[config.mk]
export PLATFORM = sky130hd
export DESIGN_NAME = popcount_ternary_neuron_seq
export DESIGN_NICKNAME = d
export VERILOG_FILES = /design/src/rtl/popcount_ternary_neuron_seq.sv
export SDC_FILE = /design/constraint.sdc
export NUM_CORES = 1
export LEC_CHECK = 0
export CORE_MARGIN = 8
export CORE_UTILIZATION = 55
export CTS_CLUSTER_DIAMETER = 200
export DETAILED_ROUTE_END_ITERATION = 6
export DONT_BUFFER_PORTS = 1
export HOLD_SLACK_MARGIN = 0.05
export PLACE_DENSITY = 0.7
export SYNTH_ARGS = -nofsm -noshare
export SYNTH_HDL_FRONTEND = slang
export SYNTH_SLANG_ARGS = --single-unit
export TNS_END_PERCENT = 30
[constraint.sdc]
create_clock -name clk -period 9.35 [get_ports clk]
set_clock_uncertainty 0.15 [all_clocks]
set_input_delay 1.87 -clock clk [delete_from_list [all_inputs] [get_ports clk]]
set_output_delay 1.87 -clock clk [all_outputs]
set_load 0.05 [all_outputs]
[src/rtl/popcount_ternary_neuron_seq.sv]
// popcount_ternary_neuron_seq: streaming ternary neuron with popcount scoring and threshold activation
module popcount_ternary_neuron_seq #(
  parameter int WIDTH    = 18,
  parameter int BEATS    = 4,
  parameter int APX_BITS = 2,
  parameter int SUM_W    = $clog2(WIDTH*BEATS+1)+1
) (
  input  logic             clk,
  input  logic             rst_n,
  input  logic             in_valid,
  output logic             in_ready,
  input  logic [WIDTH-1:0] in_data,
  input  logic [WIDTH-1:0] w_pos,
  input  logic [WIDTH-1:0] w_neg,
  input  logic             approx_en,
  input  logic [SUM_W-1:0] threshold,
  output logic             out_valid,
  input  logic             out_ready,
  output logic [SUM_W-1:0] out_sum,
  output logic             out_act
);
  localparam int CW = (BEATS > 1) ? $clog2(BEATS) : 1;
  localparam logic [WIDTH-1:0] LOW = ({{(WIDTH-1){1'b0}}, 1'b1} << APX_BITS) - 1'b1;

  typedef enum logic {ACC, HOLD} state_t;

  state_t           r_state, w_next;
  logic [CW-1:0]    r_cnt;
  logic [SUM_W-1:0] r_acc, r_thr, r_sum;
  logic             r_apx, r_act;
  logic             w_first, w_last, w_take, w_apx;
  logic [WIDTH-1:0] w_d;
  logic [SUM_W-1:0] w_c, w_tot, w_thr;

  assign in_ready  = (r_state == ACC);
  assign out_valid = (r_state == HOLD);
  assign out_sum   = r_sum;
  assign out_act   = r_act;

  // beat 0 uses the live frame controls, later beats use the latched copies
  assign w_first = (r_cnt == '0);
  assign w_last  = (r_cnt == CW'(BEATS-1));
  assign w_take  = in_valid & in_ready;
  assign w_apx   = w_first ? approx_en : r_apx;
  assign w_thr   = w_first ? threshold : r_thr;
  assign w_d     = w_apx ? (in_data & ~LOW) : in_data;
  assign w_tot   = w_first ? w_c : r_acc + w_c;

  // signed beat contribution: +1 per active positive weight, -1 per active negative weight
  always_comb begin
    w_c = '0;
    for (int i = 0; i < WIDTH; i++)
      w_c = w_c + SUM_W'(w_d[i] & w_pos[i]) - SUM_W'(w_d[i] & w_neg[i]);
  end

  // next state: finish a frame on its last beat, release on the result handshake
  always_comb begin
    w_next = r_state;
    if (r_state == ACC && w_take && w_last) w_next = HOLD;
    if (r_state == HOLD && out_ready) w_next = ACC;
  end

  // state register
  always_ff @(posedge clk or negedge rst_n)
    if (!rst_n) r_state <= ACC;
    else        r_state <= w_next;

  // accumulation, frame-control latching and result capture
  always_ff @(posedge clk or negedge rst_n)
    if (!rst_n) begin
      r_cnt <= '0;
      r_acc <= '0;
      r_thr <= '0;
      r_apx <= 1'b0;
      r_sum <= '0;
      r_act <= 1'b0;
    end else if (w_take) begin
      r_acc <= w_tot;
      r_cnt <= w_last ? '0 : r_cnt + 1'b1;
      if (w_first) begin
        r_thr <= threshold;
        r_apx <= approx_en;
      end
      if (w_last) begin
        r_sum <= w_tot;
        r_act <= $signed(w_tot) >= $signed(w_thr);
      end
    end
endmodule

==> results.env <==
FINAL_CORE_DENSITY_PCT=59.1
CLOCK_LATENCY_NS=0.28
REQUIRED_NS=9.36
ROUTED_METAL_1_WIRELENGTH_UM=2790
CP-STARTPOINT='approx_en'
CTS-HTREE-LEVELS=2
STD_CELL_ROWS=27
MAX-SLEW-MARGIN-REL_PCT=63.7
WORSTREGTOREGCELLS=30
DRIVE_ABOVE_1_SHARE_PCT=5.14
CHIPHEIGHT_UM=89.6
SYNTHARSTFLOPSHARE_PCT=100
DIE_AREA_MM2=0.00803
PIN_COUNT_OF_THE_BIGGEST_NET_ENTERING_GLOBAL_ROUTING=30
DRC=0
INITIAL_UTILIZATION_PCT=55.5
SLEW_VIOLATIONS=0
GLOBAL_ROUTE_WIRE_LENGTH_BEFORE_REPAIR_UM=10100
NETLIST_CELL_TYPES=40
DIODES=0
HOLD_SP='r_thr[0]'
SYNTH_CELLS=328
HOLD_PATH_CELLS=2
REGTOREGSTARTPOINT='r_cnt[0]'
AREA_GROWTH_SYN_TO_LAYOUT_PCT=6.47
DPL-INSTANCE-AREA_MM2=0.00306
SETUP_TNS_NS=0
DR_WL_MET2_UM=2990
GRT_PASS1_VIAS=2157
CTS_MADE_BUFFERS=5
HOLD_PATH_END='r_thr[0]'
CAP_VIOL_MAX_COUNT=0
CTS_BUFFER_DEPTH=2
LAYOUT.CELLS.MOST_COMMON_LIST='54 x sky130_fd_sc_hd__inv_1, 35 x sky130_fd_sc_hd__nand2_1, 32 x sky130_fd_sc_hd__ha_1, 29 x sky130_fd_sc_hd__fa_1, 29 x sky130_fd_sc_hd__dfrtp_1'
CTS_SETUP_BUFFERS=0
FIRSTDRTPASSITERS=4
FRACTION_OF_THE_CYCLE_THE_FINAL_WORST_PATH_NEEDS_PCT=92.5
SYNTH_FP_NETS=456
REG2REG_TO='out_act'
CTS_HOLD_BUF=0
OUTCOME='finished clean'
FMAX_MHz=116
CRIT_PATH_MAX_FANOUT=4
CORE_REGION_AREA_MM2=0.00537
HPWLAFTERDP_UM=5280
CLOCK_PIN_TRANSITION_ON_THE_WORST_SETUP_AND_HOLD_TIMING_PATHS_NS=0.06
FILLER_CELL_COUNT=466
ROUTED_LEN_INST_UM=15.1
YOSYSWARNINGS=0
WORST_MARGIN_PIN_SLEW_NS=0.543
HIGHEST_LAYER='met4'
DESIGN_AREA_MM2=0.00317
HOLD_PATH_CLASS='reg2reg'
NUMBER_OF_ROUTED_NETS_WITH_ANTENNA_VIOLATIONS=0
CLKSINKCOUNT=29
ROUTED-WL-MET3_UM=260
NUMBER_OF_VIAS_PER_CELL=5.25
FINAL_NET_COUNT=458
YOSYS_REGISTER_BITS=29
SYNTH_ENABLE_FLOP_CELLS=0
CRITICAL_PATH.ENDPOINT_TYPE='flip-flop'
TRITONCTS='built'
LEADING_REGISTER_CELL_TYPE_OUT_OF_SYNTHESIS='sky130_fd_sc_hd__dfrtp_1'
FINALWORSTPATHREQUIREDPERIOD_NS=8.65
POST_SYNTH_INSTANCE_AREA_MM2=0.00298
IO_BUFFER_COUNT=0
DIE-WIDTH_UM=89.6
GLOBALPLACE.CONGESTION=0.831
FINAL_COMMON_CELL='sky130_fd_sc_hd__inv_1'
REG2REG_SLACK_NS=1.57
SYNTH.YOSYS.SEQ_AREA_SHARE_PCT=24.3
OVERFLOW=0
ANTENNA_VIOLATIONS_BEFORE_REPAIR=0
CTS_ROOT_BUFFER='sky130_fd_sc_hd__clkbuf_8'
DRT-TOTAL-WL_UM=6090
CP-START-KIND='primary input'
IO_PINS=78
CRITICALPATHCATEGORY='in2reg'
FINALHOLDVIOLATIONS=0
UNREPAIRED_SETUP_ENDPOINTS_AFTER_GLOBAL_ROUTING='false'
GLOBALROUTETOTALUTIL_PCT=16.3
CTS.REPAIR.RESIZED=0
ARRIVAL_NS=8.66
SYNTH_AREA_PER_CELL_UM2=9.09
DETAILROUTE.VIA_COUNT=2117
INITIALDRTVIOLATIONCOUNT=46
COUNT_OF_FINAL_SETUP_VIOLATORS=0
==> through the flow <==
step | hold WS, ns | setup WS (ns) | cells
floorplan | 0.292 | 0.855 | 328
global placement | 0.303 | 0.596 | 395
detailed placement | 0.309 | 0.350 | 395
CTS | 0.326 | 0.682 | 403
global route | 0.355 | 0.176 | 403
finish | 0.323 | 0.702 | 403
==> flip-flops by register name, summed over array words and instances, names as in the netlist <==
register	flops
r_cnt	2
out_valid	1
out_act	1
r_thr	8
r_acc	8
r_apx	1
out_sum	8
==> worst max-delay path: stages <==
cell                       delay (ns)
sky130_fd_sc_hd__mux2i_1         0.27
sky130_fd_sc_hd__nand3_1         0.15
sky130_fd_sc_hd__fa_1            0.50
sky130_fd_sc_hd__fa_1            0.50
sky130_fd_sc_hd__fa_1            0.50
sky130_fd_sc_hd__inv_1           0.05
sky130_fd_sc_hd__fa_1            0.46
sky130_fd_sc_hd__fa_1            0.55
sky130_fd_sc_hd__inv_1           0.05
sky130_fd_sc_hd__fa_1            0.46
sky130_fd_sc_hd__inv_1           0.07
sky130_fd_sc_hd__ha_1            0.19
sky130_fd_sc_hd__inv_1           0.06
sky130_fd_sc_hd__fa_1            0.41
sky130_fd_sc_hd__nor2b_1         0.13
sky130_fd_sc_hd__o21ai_0         0.09
sky130_fd_sc_hd__nor2b_1         0.15
sky130_fd_sc_hd__xnor2_1         0.23
sky130_fd_sc_hd__ha_1            0.32
sky130_fd_sc_hd__a21oi_2         0.21
sky130_fd_sc_hd__o21ai_2         0.10
sky130_fd_sc_hd__o21ai_1         0.11
sky130_fd_sc_hd__or3b_1          0.36
sky130_fd_sc_hd__xor2_1          0.16
sky130_fd_sc_hd__ha_1            0.30
sky130_fd_sc_hd__nand2b_1        0.17
sky130_fd_sc_hd__a22oi_1         0.14
sky130_fd_sc_hd__o21ai_0         0.10
==> kinds of logic (layout without fill, tap and decap cells) <==
| family | count (synthesis) | count (layout) | synth area share (%) |
|---|---|---|---|
| xor+xnor | 8 | 8 | 2.35 |
| compound gates | 61 | 61 | 11.9 |
| flops | 29 | 29 | 24.3 |
| mux | 14 | 14 | 4.83 |
| fa+ha+maj | 61 | 61 | 32.9 |
| simple gates | 94 | 94 | 15.9 |
| buf+inv | 61 | 64 | 7.77 |
==> per-layer routing <==
| layer | vias up | track usage, % |
|---|---|---|
| li1 | 1073 | - |
| met1 | 1007 | 22.4 |
| met2 | 30 | 25.3 |
| met3 | 7 | 3.91 |
| met5 | - | 0 |
| met4 | 0 | 3.63 |
==> synthesized netlist by cell type, types with 2 or more instances <==
cell type / instances / area [µm²]
sky130_fd_sc_hd__nor2_1: 14 / 52.6
sky130_fd_sc_hd__nor3b_1: 2 / 15.0
sky130_fd_sc_hd__o21bai_1: 2 / 15.0
sky130_fd_sc_hd__inv_1: 54 / 203
sky130_fd_sc_hd__nor3_1: 2 / 10.0
sky130_fd_sc_hd__and2b_1: 2 / 15.0
sky130_fd_sc_hd__ha_1: 32 / 400
sky130_fd_sc_hd__nand4_1: 2 / 12.5
sky130_fd_sc_hd__o21ai_0: 19 / 95.1
sky130_fd_sc_hd__nand2_1: 35 / 131
sky130_fd_sc_hd__nor2b_1: 5 / 31.3
sky130_fd_sc_hd__buf_2: 2 / 10.0
sky130_fd_sc_hd__and3_1: 2 / 12.5
sky130_fd_sc_hd__nand2b_1: 2 / 12.5
sky130_fd_sc_hd__fa_1: 29 / 581
sky130_fd_sc_hd__xnor2_1: 6 / 52.6
sky130_fd_sc_hd__and2_1: 21 / 131
sky130_fd_sc_hd__nand3_1: 3 / 15.0
sky130_fd_sc_hd__a21oi_1: 17 / 85.1
sky130_fd_sc_hd__o21ai_1: 8 / 40.0
sky130_fd_sc_hd__clkbuf_1: 5 / 18.8
sky130_fd_sc_hd__a21oi_2: 3 / 26.3
sky130_fd_sc_hd__mux2_2: 3 / 33.8
sky130_fd_sc_hd__mux2i_1: 11 / 110
sky130_fd_sc_hd__xor2_1: 2 / 17.5
sky130_fd_sc_hd__a21o_1: 3 / 22.5
sky130_fd_sc_hd__dfrtp_1: 29 / 726
==> how the worst max path moves through the flow <==
stage	end
final	out_act
after global routing	out_act
after CTS	out_act
after detailed placement	out_act
after global placement	out_act
after floorplan	out_act
==> final cells by class <==
class / instances / area (µm²) / share of cell area, %
multi-input cells: 238 / 2020 / 63.8
flip-flops and latches: 29 / 726 / 22.9
inverters: 54 / 203 / 6.39
well taps: 72 / 90.1 / 2.84
clock buffers: 7 / 86.3 / 2.72
clock inverters: 1 / 30.0 / 0.946
repair buffers: 2 / 15.0 / 0.473
Power is left out: the tool's default activity adds up to more than one toggle a clock period on the data nets, which glitch-free logic cannot reach.
